### src/rtl/uart_pkg.sv
// Shared UART definitions: receiver state encoding, default bit timing and the
// ASCII command codes matched by the LED state machines.
package uart_pkg;

  typedef enum logic [2:0] {
    IDLE      = 3'd0,
    START     = 3'd1,
    DATA      = 3'd2,
    STOP      = 3'd3,
    WAIT_HIGH = 3'd4
  } uart_state_e;

  // 50 MHz system clock at 115200 baud
  localparam int CLKS_PER_BIT_DEFAULT = 434;

  localparam logic [7:0] CMD_R_OFF = 8'h72;
  localparam logic [7:0] CMD_R_ON  = 8'h52;

endpackage

### src/rtl/uart_cmd_rx_if.sv
// Serial line in, framed command byte and status strobes out.
interface uart_cmd_rx_if;
  logic       Rx;
  logic [7:0] Cmd;
  logic       CmdValid;
  logic       FrameErr;
  logic       Busy;

  modport master (input Rx, output Cmd, output CmdValid, output FrameErr, output Busy);
  modport slave  (output Rx, input Cmd, input CmdValid, input FrameErr, input Busy);
endinterface

### src/rtl/sync_2ff.sv
// 1-bit two-flop synchronizer for asynchronous pins; reset value selects the
// level the line is assumed to rest at.
module sync_2ff #(
  parameter logic RST_VAL = 1'b0
) (
  input  logic Clock,
  input  logic Reset,
  input  logic i_d,
  output logic o_q
);

  logic r_meta;
  logic r_sync;

  always_ff @(posedge Clock) begin
    if (Reset) begin
      r_meta <= RST_VAL;
      r_sync <= RST_VAL;
    end else begin
      r_meta <= i_d;
      r_sync <= r_meta;
    end
  end

  assign o_q = r_sync;

endmodule

### src/rtl/uart_cmd_rx.sv
// 8N1 UART command receiver: samples each bit at its centre, presents a held
// command byte with a one-cycle valid strobe, and flags bad stop bits.
module uart_cmd_rx
  import uart_pkg::*;
#(
  parameter int CLKS_PER_BIT = CLKS_PER_BIT_DEFAULT
) (
  input  logic          Clock,
  input  logic          Reset,
  uart_cmd_rx_if.master bus
);

  localparam int HALF_BIT = CLKS_PER_BIT / 2;
  localparam int CNT_W    = $clog2(CLKS_PER_BIT);

  localparam logic [CNT_W-1:0] CNT_ONE       = CNT_W'(1);
  localparam logic [CNT_W-1:0] CNT_HALF_LAST = CNT_W'(HALF_BIT - 1);
  localparam logic [CNT_W-1:0] CNT_BIT_LAST  = CNT_W'(CLKS_PER_BIT - 1);

  logic             w_rxs;
  uart_state_e      r_state, w_state_nxt;
  logic [CNT_W-1:0] r_cnt, w_cnt_nxt;
  logic [2:0]       r_idx, w_idx_nxt;
  logic [7:0]       r_shift, w_shift_nxt;
  logic [7:0]       r_cmd;
  logic             r_cmd_valid;
  logic             r_frame_err;
  logic             w_load;
  logic             w_ferr;

  sync_2ff #(.RST_VAL(1'b1)) u_rx_sync (
    .Clock (Clock),
    .Reset (Reset),
    .i_d   (bus.Rx),
    .o_q   (w_rxs)
  );

  always_ff @(posedge Clock) begin
    if (Reset) begin
      r_state     <= IDLE;
      r_cnt       <= '0;
      r_idx       <= '0;
      r_shift     <= '0;
      r_cmd       <= '0;
      r_cmd_valid <= 1'b0;
      r_frame_err <= 1'b0;
    end else begin
      r_state     <= w_state_nxt;
      r_cnt       <= w_cnt_nxt;
      r_idx       <= w_idx_nxt;
      r_shift     <= w_shift_nxt;
      r_cmd_valid <= w_load;
      r_frame_err <= w_ferr;
      if (w_load) r_cmd <= r_shift;
    end
  end

  always_comb begin
    w_state_nxt = r_state;
    w_cnt_nxt   = r_cnt;
    w_idx_nxt   = r_idx;
    w_shift_nxt = r_shift;
    w_load      = 1'b0;
    w_ferr      = 1'b0;
    case (r_state)
      IDLE: begin
        if (!w_rxs) begin
          w_state_nxt = START;
          w_cnt_nxt   = '0;
        end
      end
      // A start bit that is high again at its centre was a glitch
      START: begin
        if (r_cnt == CNT_HALF_LAST) begin
          w_cnt_nxt = '0;
          if (!w_rxs) begin
            w_state_nxt = DATA;
            w_idx_nxt   = '0;
          end else begin
            w_state_nxt = IDLE;
          end
        end else begin
          w_cnt_nxt = r_cnt + CNT_ONE;
        end
      end
      DATA: begin
        if (r_cnt == CNT_BIT_LAST) begin
          w_cnt_nxt   = '0;
          w_shift_nxt = {w_rxs, r_shift[7:1]};
          if (r_idx == 3'd7) w_state_nxt = STOP;
          else               w_idx_nxt   = r_idx + 3'd1;
        end else begin
          w_cnt_nxt = r_cnt + CNT_ONE;
        end
      end
      // Leaving at mid-stop lets a zero-gap next start edge be caught
      STOP: begin
        if (r_cnt == CNT_BIT_LAST) begin
          w_cnt_nxt = '0;
          if (w_rxs) begin
            w_load      = 1'b1;
            w_state_nxt = IDLE;
          end else begin
            w_ferr      = 1'b1;
            w_state_nxt = WAIT_HIGH;
          end
        end else begin
          w_cnt_nxt = r_cnt + CNT_ONE;
        end
      end
      WAIT_HIGH: begin
        if (w_rxs) w_state_nxt = IDLE;
      end
      default: w_state_nxt = IDLE;
    endcase
  end

  always_comb begin
    bus.Cmd      = r_cmd;
    bus.CmdValid = r_cmd_valid;
    bus.FrameErr = r_frame_err;
    bus.Busy     = (r_state != IDLE);
  end

endmodule

### src/flat_wrapper.sv
// flat-port wrapper written by rule: the top's interface ports become plain ports
module uart_cmd_rx_flat import uart_pkg::*;
#(
  parameter int CLKS_PER_BIT = CLKS_PER_BIT_DEFAULT
)
  (Clock, Reset, bus_Rx, bus_Cmd, bus_CmdValid, bus_FrameErr, bus_Busy);
  uart_cmd_rx_if bus_i ();
  input  logic Clock;
  input  logic Reset;
  input wire logic [$bits(bus_i.Rx)-1:0] bus_Rx;
  output wire logic [$bits(bus_i.Cmd)-1:0] bus_Cmd;
  output wire logic [$bits(bus_i.CmdValid)-1:0] bus_CmdValid;
  output wire logic [$bits(bus_i.FrameErr)-1:0] bus_FrameErr;
  output wire logic [$bits(bus_i.Busy)-1:0] bus_Busy;
  assign bus_i.Rx = bus_Rx;
  assign bus_Cmd = bus_i.Cmd;
  assign bus_CmdValid = bus_i.CmdValid;
  assign bus_FrameErr = bus_i.FrameErr;
  assign bus_Busy = bus_i.Busy;
  uart_cmd_rx #(.CLKS_PER_BIT(CLKS_PER_BIT)) u_core (.Clock(Clock), .Reset(Reset), .bus(bus_i));
endmodule
### config.mk
export PLATFORM = sky130hd
export DESIGN_NAME = uart_cmd_rx_flat
export DESIGN_NICKNAME = d
export VERILOG_FILES = /design/src/rtl/uart_pkg.sv /design/src/rtl/uart_cmd_rx_if.sv /design/src/rtl/sync_2ff.sv /design/src/rtl/uart_cmd_rx.sv /design/src/flat_wrapper.sv
export SDC_FILE = /design/constraint.sdc
export NUM_CORES = 1
export LEC_CHECK = 0
export BUFFER_PORTS_ARGS = -buffer_cell sky130_fd_sc_hd__buf_2
export CORE_MARGIN = 5
export CORE_UTILIZATION = 25
export CTS_CLUSTER_SIZE = 10
export DETAILED_ROUTE_END_ITERATION = 16
export HOLD_SLACK_MARGIN = 0.03
export PLACE_DENSITY_LB_ADDON = 0.15
export SKIP_CTS_REPAIR_TIMING = 1
export SYNTH_ARGS = -nofsm -noshare
export SYNTH_HDL_FRONTEND = slang
export SYNTH_HIERARCHICAL = 1
export SYNTH_SLANG_ARGS = --single-unit
export TNS_END_PERCENT = 1
### constraint.sdc
create_clock -name Clock -period 6.4 [get_ports Clock]
set_clock_uncertainty 0.05 [all_clocks]
set_input_delay 0.64 -clock Clock [delete_from_list [all_inputs] [get_ports Clock]]
set_output_delay 0.64 -clock Clock [all_outputs]
set_load 0.05 [all_outputs]
==> run summary, run 1 <==
run status: finished, final reports clean
CP max-delay cell: or3_4
Fin. Hold Viols: 0
Cell Area, Synth: 1635 um2
yosys warns: 6
area grow syn2layout: 15.61%
clock buffer depth: 2
fmax: 425.9 MHz
initial core utilization: 25.75%
global-route wire length before repair: 5927 um
WHS Endpoint: u_core/u_rx_sync/o_q
most common cell after layout, fill and taps aside: dfxtp_1
WL/cell: 12.79 um
area of the multi-input gates: 884.6 um2
Startpoint Class: flop
Placer Congestion: 0.7264
Slew Limit Fails: 0
final worst path period share: 36.69%
crit path buf inv count: 1
Die Y: 90.88 um
CTS tree: built
Num CTS Buffers: 5
R2R Path End: u_core/r_state[1]
Arr. time, crit path: 2470 ps
chip width: 90.88 um
Yosys cell types: 39
hold path cells: 1
Vias/cell: 4.701
syn_nets: 185
Setup violations, final: 0
WS Path Type: flop to flop
Clk Latency, worst-skew pair: 280 ps
placed cell area: 1773 um2
worst-path cell chain: inv_1, ha_1, or4b_1, o31a_1, or3_4, mux2_4
most frequent cells in the layout: 35 x dfxtp_1, 19 x mux2i_1, 19 x nor2_1
clock slew at the register clock pins of the worst setup and hold paths: 70 ps
VDD IR max: 108.0 uV
Sink Count: 35
num ports: 14
Port Buf Inserts: 13
Final Cell Area: 1891 um2
vias in the first global route: 1224
required time worst endpoint: 6520 ps
CP peak stage delay: 480 ps
slew margin rel.: 56.88%
setup TNS: 0 ps
CP Max Fanout: 13
reg2reg start: u_core/r_cnt[0]
Final min period: 2348 ps
total area of sequential cells: 700.7 um2
Top Family by Delay on Critical Path: simple AND/OR/NAND/NOR gates
maxcap violations: 0
Hold WC Path Type: flop to flop
largest net degree at the start of global routing: 36
FILL cells: 665
nets@finish: 198
static leakage: 0.7623 nW
Seq/Total Area, Yosys: 42.85%
PD cells: 237.3 nW/um2
core area: 6350 um2
Worst Min Path Start: u_core/u_rx_sync/r_meta
grt ovf: 0
drt pass-1 iters: 2
Routed Antenna Nets: 0
initial antenna violation count: 0
row count: 29
All-Layer GR Usage: 8.663%
DR vias: 1260
First DRT Iteration DRCs: 52
Routed WL: 3427 um
die area: 8259 um2
Root Buffer: clkbuf_8
Mapped Cells: 177
n_diodes: 0
H-tree depth: 2
RSZ-0062 raised after global routing: no
Critical Path Sink Type: flop
Mean Syn Cell Area: 9.239 um2
reg2reg setup slack: 4050 ps
r2r worst-path depth: 6
worst-margin pin slew: 646.8 ps
DRC: 0
Post-DP HPWL: 2342 um
layout cells sized above 1: 15.18%
Yosys reg bits: 35
Overall Power: 448.7 uW
[synthesized netlist by cell type (all sizes together)]
cell type,count,area [um2]
dfxtp,35,700.7
mux2i,19,190.2
nor2,19,71.32
nand2,16,60.06
a21oi,9,45.04
o22ai,7,43.79
nor2b,6,37.54
ha,5,62.56
inv,5,18.77
nor3,5,36.29
buf,4,16.26
clkbuf,4,15.01
nor4,4,25.02
or3,4,30.03
nand4,3,18.77
o21a,3,22.52
o21ai,3,15.01
o31a,3,26.28
or4b,3,30.03
and2,2,12.51
nand3,2,10.01
o211ai,2,15.01
or2,2,12.51
a21boi,1,7.510
a21o,1,7.510
a311oi,1,15.01
and4,1,8.760
mux2,1,15.01
nand3b,1,7.510
nor3b,1,7.510
nor4b,1,8.760
o311a,1,10.01
o41ai,1,16.27
or3b,1,8.760
or4,1,7.510
[power breakdown]
group	total, mW	switching (mW)	leakage (nW)	internal (mW)
combinational	0.0212	0.0146	0.419	0.00661
clock	0.206	0.0799	0.0612	0.126
sequential	0.222	0.00223	0.282	0.219
[stage by stage]
| step | cells | util (%) | hold WS (ps) | setup slack (ps) |
|---|---|---|---|---|
| 3_3_place_gp | 260 | 27.92 | 340.9 | 4071 |
| 6_report | 268 | 29.77 | 355.0 | 4052 |
| 2_1_floorplan | 177 | - | 333.2 | 4299 |
| 5_1_grt | 268 | 29.77 | 387.5 | 3934 |
| 3_5_place_dp | 260 | 27.92 | 342.3 | 4039 |
| 4_1_cts | 268 | 29.77 | 360.8 | 4042 |
[flip-flops by register name (all words and copies together), names as in the netlist]
signal                   flops
u_core/bus.FrameErr          1
u_core/bus.CmdValid          1
u_core/r_state               3
u_core/r_idx                 3
u_core/r_shift               8
u_core/u_rx_sync/o_q         1
u_core/u_rx_sync/r_meta      1
u_core/r_cnt                 9
u_core/bus.Cmd               8
[cells by family (layout without fill, tap and decap cells)]
| logic type | Yosys count | in the layout | synth area share (%) |
|---|---|---|---|
| AO/OA/AOI/OAI | 32 | 32 | 13.70 |
| adder cells (fa/ha/maj) | 5 | 5 | 3.826 |
| buffers and inverters | 13 | 27 | 3.060 |
| AND/OR/NAND/NOR | 72 | 72 | 24.03 |
| flip-flops | 35 | 35 | 42.85 |
| multiplexers | 20 | 20 | 12.55 |
[metal layers]
| layer | GRT usage (%) | share of wire, % | wire length, um | vias up |
|---|---|---|---|---|
| li1 | - | - | - | 659 |
| met1 | 11.52 | 51 | 1741 | 589 |
| met2 | 13.50 | 46 | 1587 | 12 |
| met3 | 2.833 | 2.9 | 98 | 0 |
| met4 | 2.200 | 0 | 0 | 0 |
| met5 | 0 | 0 | 0 | - |
[cell type report]
type                       count  share of cell area (%)
inverter                       5                  0.9927
multi-input combinational    129                   46.79
sequential                    35                   37.06
tap                           77                   5.096
clock buffer                   6                   4.368
timing repair buffer          14                   3.839
clock inverter                 2                   1.853
[worst max path at each step]
stage | from | end | slack [ps] | cells after the start
5_1_grt | u_core/r_cnt[0] | u_core/r_state[1] | 3930 | 6
3_3_place_gp | u_core/r_cnt[0] | u_core/r_state[1] | 4070 | 6
3_5_place_dp | u_core/r_cnt[0] | u_core/r_state[1] | 4040 | 6
2_1_floorplan | u_core/r_cnt[0] | u_core/r_state[1] | 4300 | 6
4_1_cts | u_core/r_cnt[0] | u_core/r_state[1] | 4040 | 6
6_report | u_core/r_cnt[0] | u_core/r_state[1] | 4050 | 6
(Power assumes the default switching activity.)
==> run 2, diff against run 1 <==
==> constraint.sdc (replaced) <==
create_clock -name Clock -period 2.5 [get_ports Clock]
set_clock_uncertainty 0.05 [all_clocks]
set_input_delay 0.25 -clock Clock [delete_from_list [all_inputs] [get_ports Clock]]
set_output_delay 0.25 -clock Clock [all_outputs]
set_load 0.05 [all_outputs]
==> run 2 against run 1 <==
  * Wire length is 4.1% higher
  * Utilization grew 0.16 points
  * Via count rose by 3.5%
==> run summary, run 2 (synthesis gave the netlist of run 1 again) <==
die area: 8259 um2 (unchanged)
num ports: 14 (unchanged)
DRC: 0 (unchanged)
H-tree depth: 2 (unchanged)
Final min period: 2246 ps (was 2348 ps)
Core Util, Final: 29.93% (was 29.77%)
PD cells: 594.9 nW/um2 (was 237.3 nW/um2)
WS Path Type: flop to flop (unchanged)
Placer Congestion: 0.7292 (was 0.7264)
area grow syn2layout: 16.22% (was 15.61%)
slew margin rel.: 55.23% (was 56.88%)
CP Max Fanout: 5 (was 13)
Slew Limit Fails: 0 (unchanged)
static leakage: 0.7700 nW (was 0.7623 nW)
clock slew at the register clock pins of the worst setup and hold paths: 70 ps (about the same)
Critical Path Sink Type: flop (unchanged)
Largest Register: u_core/r_cnt (unchanged)
Top Family by Delay on Critical Path: simple AND/OR/NAND/NOR gates (unchanged)
crit path buf inv count: 1 (unchanged)
area of the multi-input gates: 884.6 um2 (unchanged)
Routed WL: 3569 um (was 3427 um)
Startpoint Class: flop (unchanged)
r2r worst-path depth: 6 (unchanged)
final worst path period share: 89.83% (was 36.69%)
Routed Antenna Nets: 0 (unchanged)
hold path cells: 2 (was 1)
Final Cell Area: 1901 um2 (was 1891 um2)
initial antenna violation count: 0 (unchanged)
maxcap violations: 0 (unchanged)
CP peak stage delay: 440 ps (was 480 ps)
CP max-delay cell: or4b_1 (was or3_4)
Vias/cell: 4.830 (was 4.701)
Place WS: 254.9 ps (was 4039 ps)
Hold WC Path Type: primary input to flop (was flop to flop)
Arr. time, crit path: 2370 ps (was 2470 ps)
FILL cells: 664 (was 665)
fin cells: 270 (was 268)
Clk Latency, worst-skew pair: 280 ps (about the same)
clock buffer depth: 2 (unchanged)
n_diodes: 0 (unchanged)
worst-path cell chain: inv_1, ha_1, or4b_1, o31a_1, or3_4, mux2_4 (unchanged)
total area of sequential cells: 700.7 um2 (unchanged)
final worst slack: 254.2 ps (was 4052 ps)
most frequent cells in the layout: 35 x dfxtp_1, 19 x mux2i_1, 19 x nor2_1 (unchanged)
nets@finish: 200 (was 198)
final hold slack: 93.27 ps (was 355.0 ps)
vias in the first global route: 1224 (unchanged)
run status: finished, final reports clean (unchanged)
VDD IR max: 260.6 uV (was 108.0 uV)
reg2reg setup slack: 250 ps (was 4050 ps)
core area: 6350 um2 (unchanged)
setup TNS: 0 ps (unchanged)
Setup violations, final: 0 (unchanged)
global-route wire length before repair: 6092 um (was 5927 um)
chip width: 90.88 um (unchanged)
largest net degree at the start of global routing: 36 (unchanged)
Root Buffer: clkbuf_8 (unchanged)
grt ovf: 0 (unchanged)
Port Buf Inserts: 13 (unchanged)
Num CTS Buffers: 5 (unchanged)
CTS tree: built (unchanged)
Die Y: 90.88 um (unchanged)
reg2reg start: u_core/r_cnt[0] (unchanged)
Fin. Hold Viols: 0 (unchanged)
initial core utilization: 25.75% (unchanged)
max FFs per register: 9 (unchanged)
WHS Endpoint: u_core/u_rx_sync/r_meta (was u_core/u_rx_sync/o_q)
Worst Min Path Start: bus_Rx (was u_core/u_rx_sync/r_meta)
Sink Count: 35 (unchanged)
placed cell area: 1788 um2 (was 1773 um2)
worst-margin pin slew: 671.5 ps (was 646.8 ps)
row count: 29 (unchanged)
required time worst endpoint: 2620 ps (was 6520 ps)
WL/cell: 13.22 um (was 12.79 um)
Post-DP HPWL: 2414 um (was 2342 um)
All-Layer GR Usage: 8.975% (was 8.663%)
DR vias: 1304 (was 1260)
fmax: 445.3 MHz (was 425.9 MHz)
layout cells sized above 1: 16.06% (was 15.18%)
drt pass-1 iters: 4 (was 2)
R2R Path End: u_core/r_state[1] (unchanged)
Overall Power: 1.131 mW (was 448.7 uW)
most common cell after layout, fill and taps aside: dfxtp_1 (unchanged)
First DRT Iteration DRCs: 81 (was 52)
RSZ-0062 raised after global routing: no (unchanged)
dpl cells: 262 (was 260)
run 2: cell count changes in the layout (fill, tap and decap cells not counted):
cell,previous run,this run
buf_4,1,3
clkbuf_8,6,5
clkinv_4,0,1
run 2: how the worst max path moves through the flow:
stage                             end  cells past startpoint       startpoint  slack (ps)
global placement    u_core/r_state[1]                      6  u_core/r_cnt[0]         250
detailed placement  u_core/r_state[1]                      6  u_core/r_cnt[0]         250
floorplan           u_core/r_state[1]                      6  u_core/r_cnt[0]         400
finish              u_core/r_state[1]                      6  u_core/r_cnt[0]         250
CTS                 u_core/r_state[1]                      6  u_core/r_cnt[0]         240
global route        u_core/bus.Cmd[0]                      4  u_core/r_cnt[2]         170
run 2: power by group:
part           switching, mW  internal (mW)
sequential           0.00615          0.561
clock                  0.209          0.297
combinational         0.0383         0.0183
total                  0.254          0.877
run 2: metal layers:
layer / up-vias / GRT usage [%] / wire, um
li1: 669 / - / -
met1: 611 / 12.89 / 1924
met2: 22 / 12.41 / 1471
met3: 2 / 3.583 / 151
met4: 0 / 2.200 / 22
met5: - / 0 / 0
run 2: layout make-up:
cell class	count	share of cell area, %
inverter	5	0.9875
clock inverter	3	2.304
timing repair buffer	16	4.608
sequential	35	36.87
clock buffer	5	3.621
tap	77	5.069
multi-input combinational	129	46.54
